$ cat config.mk
export PLATFORM = sky130hd
export DESIGN_NAME = uart_rx
export DESIGN_NICKNAME = d
export VERILOG_FILES = /design/src/rtl/uart_rx.sv
export SDC_FILE = /design/constraint.sdc
export NUM_CORES = 1
export LEC_CHECK = 0
export CAP_MARGIN = 40
export CORE_MARGIN = 3
export CORE_UTILIZATION = 38
export CTS_CLUSTER_DIAMETER = 30
export DETAILED_ROUTE_END_ITERATION = 8
export GPL_ROUTABILITY_DRIVEN = 0
export GPL_TIMING_DRIVEN = 0
export HOLD_SLACK_MARGIN = 0.12
export PLACE_DENSITY = 0.58
export SKIP_CTS_REPAIR_TIMING = 1
export SLEW_MARGIN = 30
export SYNTH_ARGS = -nofsm -noshare
export SYNTH_HDL_FRONTEND = slang
export SYNTH_SLANG_ARGS = --single-unit
$ cat constraint.sdc
create_clock -name clk -period 2.4 [get_ports clk]
set_clock_uncertainty 0.05 [all_clocks]
set_input_delay 0.6 -clock clk [delete_from_list [all_inputs] [get_ports clk]]
set_output_delay 0.6 -clock clk [all_outputs]
set_load 0.01 [all_outputs]
$ cat src/rtl/uart_rx.sv
// uart_rx: 8N1 asynchronous serial receiver, LSB first, idle-high line.
// The pin is synchronised through three flops. A falling edge starts a frame,
// the start bit is re-checked at mid-bit, and data and stop bits are sampled at
// the middle of each bit. A good frame updates uart_rx_data with a one-cycle
// done strobe, and a low stop bit gives a one-cycle ferr strobe.
// Optional build macro UART_RX_PARITY_EN adds a parity bit between the data
// bits and the stop bit, with the sense set by PARITY_ODD. Without the macro
// there is no parity bit and uart_rx_perr is held low.
module uart_rx #(
  parameter int unsigned CLK_FREQ   = 50000000,
  parameter int unsigned UART_BPS   = 115200,
  parameter bit          PARITY_ODD = 1'b0
) (
  input  logic       clk,
  input  logic       rst,
  input  logic       uart_rxd,
  output logic [7:0] uart_rx_data,
  output logic       uart_rx_done,
  output logic       uart_rx_busy,
  output logic       uart_rx_ferr,
  output logic       uart_rx_perr
);

  localparam int unsigned BAUD_CNT_MAX = CLK_FREQ / UART_BPS;
  localparam int unsigned HALF_CNT     = BAUD_CNT_MAX / 2;
  localparam logic [15:0] BAUD_LAST    = 16'(BAUD_CNT_MAX - 1);
  localparam logic [15:0] HALF_LAST    = 16'(HALF_CNT - 1);

`ifdef UART_RX_PARITY_EN
  typedef enum logic [2:0] {IDLE, START, DATA, PARITY, STOP} state_t;
`else
  typedef enum logic [2:0] {IDLE, START, DATA, STOP} state_t;
`endif

  state_t      state, state_next;
  logic        rxd_d0, rxd_d1, rxd_d2;
  logic        rx_fall, rx_bit;
  logic [15:0] baud_cnt;
  logic [2:0]  bit_cnt;
  logic [7:0]  shift_reg;
  logic        bit_end, stop_end;
  logic        frame_ok, frame_ferr;
`ifdef UART_RX_PARITY_EN
  logic        par_err;
  logic        frame_perr;
`endif

  assign rx_fall      = rxd_d2 & ~rxd_d1;
  assign rx_bit       = rxd_d1;
  assign bit_end      = (baud_cnt == BAUD_LAST);
  assign uart_rx_busy = (state != IDLE);

  // Pin synchroniser; reset to idle-high so reset release cannot look like a start edge
  always_ff @(posedge clk or posedge rst) begin
    if (rst) {rxd_d2, rxd_d1, rxd_d0} <= '1;
    else     {rxd_d2, rxd_d1, rxd_d0} <= {rxd_d1, rxd_d0, uart_rxd};
  end

  // State register
  always_ff @(posedge clk or posedge rst) begin
    if (rst) state <= IDLE;
    else     state <= state_next;
  end

  // Next-state decode and end-of-frame classification
  always_comb begin
    state_next = state;
    stop_end   = 1'b0;
    case (state)
      IDLE:  if (rx_fall) state_next = START;
      START: if (baud_cnt == HALF_LAST) state_next = rx_bit ? IDLE : DATA;
      DATA: if (bit_end && bit_cnt == 3'd7) begin
`ifdef UART_RX_PARITY_EN
        state_next = PARITY;
`else
        state_next = STOP;
`endif
      end
`ifdef UART_RX_PARITY_EN
      PARITY: if (bit_end) state_next = STOP;
`endif
      STOP: if (bit_end) begin
        state_next = IDLE;
        stop_end   = 1'b1;
      end
      default: state_next = IDLE;
    endcase
    frame_ferr = stop_end & ~rx_bit;
`ifdef UART_RX_PARITY_EN
    frame_ok   = stop_end & rx_bit & ~par_err;
    frame_perr = stop_end & rx_bit & par_err;
`else
    frame_ok   = stop_end & rx_bit;
`endif
  end

  // Bit timing and data shift; counter restarts on every state change and bit boundary
  always_ff @(posedge clk or posedge rst) begin
    if (rst) begin
      baud_cnt  <= '0;
      bit_cnt   <= '0;
      shift_reg <= '0;
    end else begin
      if (state == IDLE || state_next != state || bit_end) baud_cnt <= '0;
      else                                                 baud_cnt <= baud_cnt + 16'd1;
      if (state == START) begin
        bit_cnt <= '0;
      end else if (state == DATA && bit_end) begin
        shift_reg[bit_cnt] <= rx_bit;
        bit_cnt            <= bit_cnt + 3'd1;
      end
    end
  end

  // Result register and one-cycle status strobes
  always_ff @(posedge clk or posedge rst) begin
    if (rst) begin
      uart_rx_data <= '0;
      uart_rx_done <= 1'b0;
      uart_rx_ferr <= 1'b0;
    end else begin
      uart_rx_done <= frame_ok;
      uart_rx_ferr <= frame_ferr;
      if (frame_ok) uart_rx_data <= shift_reg;
    end
  end

`ifdef UART_RX_PARITY_EN
  // Parity check result is carried to the stop bit, where ferr outranks perr
  always_ff @(posedge clk or posedge rst) begin
    if (rst) begin
      par_err      <= 1'b0;
      uart_rx_perr <= 1'b0;
    end else begin
      uart_rx_perr <= frame_perr;
      if (state == START)                 par_err <= 1'b0;
      else if (state == PARITY && bit_end) par_err <= rx_bit ^ (^shift_reg) ^ PARITY_ODD;
    end
  end
`else
  // Parity sense has no effect without a parity bit; the error output stays low
  assign uart_rx_perr = PARITY_ODD & 1'b0;
`endif

endmodule

==> results.json <==
{
  "min_period_over_period_pct": 105,
  "cp_slowest_stage_delay_ns": 0.49,
  "max-cap-violations": 0,
  "largest_reg_flops": 16,
  "p_leak_nw": 1.09,
  "cts_max_level": 2,
  "whs_path_depth": 0,
  "synth_top_cell_area_share_pct": 45.2,
  "period_minus_slack_ns": 2.51,
  "clock.fmax_ghz": 0.398,
  "wirelength_mm": 4.29,
  "die_h_um": 82.4,
  "stdcell_count": 303,
  "die_w_um": 82.4,
  "crit_type": "register to output port",
  "crit_family": "buffers and inverters",
  "ys_ff_latch": 43,
  "path_clk_slew_ns": 0.09,
  "powerDensity_nw_per_um2": 502,
  "synth_most_common_cell": "dfrtp_1",
  "io_buffers": 13,
  "violations": "setup timing",
  "netlist_area_um2": 2220,
  "rows": 27,
  "ioPinCount": 15,
  "synth_commonest_cells": "dfrtp_1 (40), mux2_2 (16), nor2_1 (14), xor2_1 (12)",
  "holdPathEnd": "rx_bit",
  "drtIter0Drc": 72,
  "ys_types": 41,
  "rrSetupSlack_ns": 0.17,
  "vias": 1595,
  "placed_cells": 294,
  "irDropWorstVdd_v": 0.000334,
  "rsz0062_at_grt": "true",
  "path_buf_inv": 2,
  "reg2reg_from": "baud_cnt[11]",
  "min_from": "rxd_d0",
  "fin_ws_ns": -0.113,
  "wl_per_cell_um": 14.2,
  "grt_pass1_vias": 1584,
  "critPathLaunch": "state[1]",
  "yosysSeqAreaShare_pct": 48.7,
  "grt_max_degree": 24,
  "crit_chain": "clkbuf_1 -> or3_1 -> clkdlybuf4s50_1",
  "grt_pass1_wl_mm": 7.51,
  "drc": 0,
  "async_reset_ff_share_pct": 100,
  "fillers": 523,
  "firstDrtPassIters": 4,
  "synthCells": 207,
  "cts_root_buf": "clkbuf_8",
  "cts_tree": "built",
  "dpl_cell_area_um2": 2460,
  "fin_total_pwr_mw": 1.29,
  "layout-drive-gt1-share_pct": 17.3,
  "nets": 238,
  "hold_class": "register to register",
  "final_max_slew_viol_count": 0,
  "syn_to_final_growth_pct": 15.9,
  "cts_buffers": 5,
  "crit_fanout": 10,
  "yosys_most_used_dff": "dfrtp_1",
  "max_slew.worst_pin.slew_ns": 0.557,
  "grt_usage_pct": 14.4,
  "core_area_um2": 5570,
  "status": "finished with violations",
  "reg2reg_to": "baud_cnt[0]",
  "synth_area_leaders": "dfrtp_1 (45%), mux2_2 (8.1%), xor2_1 (4.7%)",
  "fin_area_um2": 2570,
  "cts.sinks": 43,
  "synth_enable_flop_cells": 0,
  "setup_viol": 1,
  "overflow": 0,
  "pre_cts_ws_ns": -0.0450,
  "yosysTopAreaCell": "dfrtp_1",
  "start_util_pct": 39.8,
  "crit_arrival_ns": 1.86,
  "n_antenna_cell": 0,
  "yosys_warnings": 0,
  "cp-end-kind": "output port",
  "multi_input_area_um2": 1070,
  "dieArea_um2": 6780,
  "insertion_delay_ns": 0.30,
  "cts_max_path_buffers": 2,
  "ant_nets": 0,
  "cp-start-kind": "register",
  "hold_viol_final": 0,
  "hpwl_mm": 3.04,
  "crit_path_top_delay_cell": "clkdlybuf4s50_1",
  "ff2ff_path_depth": 5,
  "syn_avg_cell_area_um2": 10.7,
  "crit_required_ns": 1.75,
  "max_slew_margin_pct": 62.6,
  "seq_area_um2": 1080,
  "viasPerCell": 5.26,
  "antenna_found_initial": 0
}
## cell usage in the layout (no fill, tap or decap), types with 7 or more instances in the layout
cell type,count
nand3_1,11
dfrtp_1,40
mux2_2,16
nor2_1,14
nor3_1,7
xor2_1,12
nand2_1,11
clkdlybuf4s50_1,13
clkbuf_1,8
nand4_1,11
## worst reg2reg max path: cells and delay by family, from the launching register on
| family | cells | cell delay [ns] |
|---|---|---|
| and+or+nand+nor | 3 | 0.97 |
| DFF | 1 | 0.45 |
| AOI/OAI and AO/OA | 1 | 0.36 |
| buffers and inverters | 1 | 0.28 |
## routing by layer
| layer | GRT usage (%) | vias to the layer above | share of wire, % |
|---|---|---|---|
| met5 | 0 | - | 0 |
| met4 | 5.32 | 0 | 1.8 |
| met3 | 3.47 | 4 | 3.4 |
| met2 | 20.5 | 31 | 43 |
| met1 | 21.1 | 775 | 52 |
| li1 | - | 785 | - |
## final cells by class
| type | count | area share, % |
|---|---|---|
| Inverter | 5 | 0.731 |
| Buffer | 13 | 2.14 |
| Sequential cell | 43 | 42.0 |
| Clock buffer | 5 | 2.68 |
| Timing Repair Buffer | 15 | 6.14 |
| Clock inverter | 3 | 1.02 |
| Tap cell | 72 | 3.51 |
| Multi-Input combinational cell | 147 | 41.7 |
## report_power, final
part / switching (mW) / internal [mW]
Combinational: 0.0428 / 0.0252
Clock: 0.270 / 0.214
Sequential: 0.00584 / 0.732
Total: 0.319 / 0.971
## worst max-delay path by stage
| stage | endpoint | slack, ns | cells after the start |
|---|---|---|---|
| 2_1_floorplan | baud_cnt[1] | 0.43 | 7 |
| 3_3_place_gp | bit_cnt[1] | -0.19 | 2 |
| 3_5_place_dp | baud_cnt[1] | -0.04 | 4 |
| 4_1_cts | uart_rx_busy | -0.17 | 3 |
| 5_1_grt | uart_rx_busy | -0.18 | 3 |
| 6_report | uart_rx_busy | -0.11 | 3 |
## through the flow
stage | setup TNS [ns] | util [%] | hold WS (ns)
detailed placement | -0.136 | 44.1 | 0.297
floorplan | 0 | - | 0.295
global placement | -7.60 | 43.8 | 0.296
global route | -0.184 | 46.1 | 0.315
CTS | -0.373 | 45.8 | 0.312
finish | -0.113 | 46.1 | 0.310
## cell families after synthesis
kind of cell             count (synthesis)  share of synthesized area [%]
AO/OA/AOI/OAI                           17                           5.36
XOR/XNOR                                13                           5.14
adder cells (fa/ha/maj)                  5                           2.82
buffers and inverters                   18                           3.28
flip-flops                              43                           48.7
multiplexers                            17                           8.58
other                                    1                          0.169
AND/OR/NAND/NOR                         93                           25.9
Power figures use the tool's default switching activity.
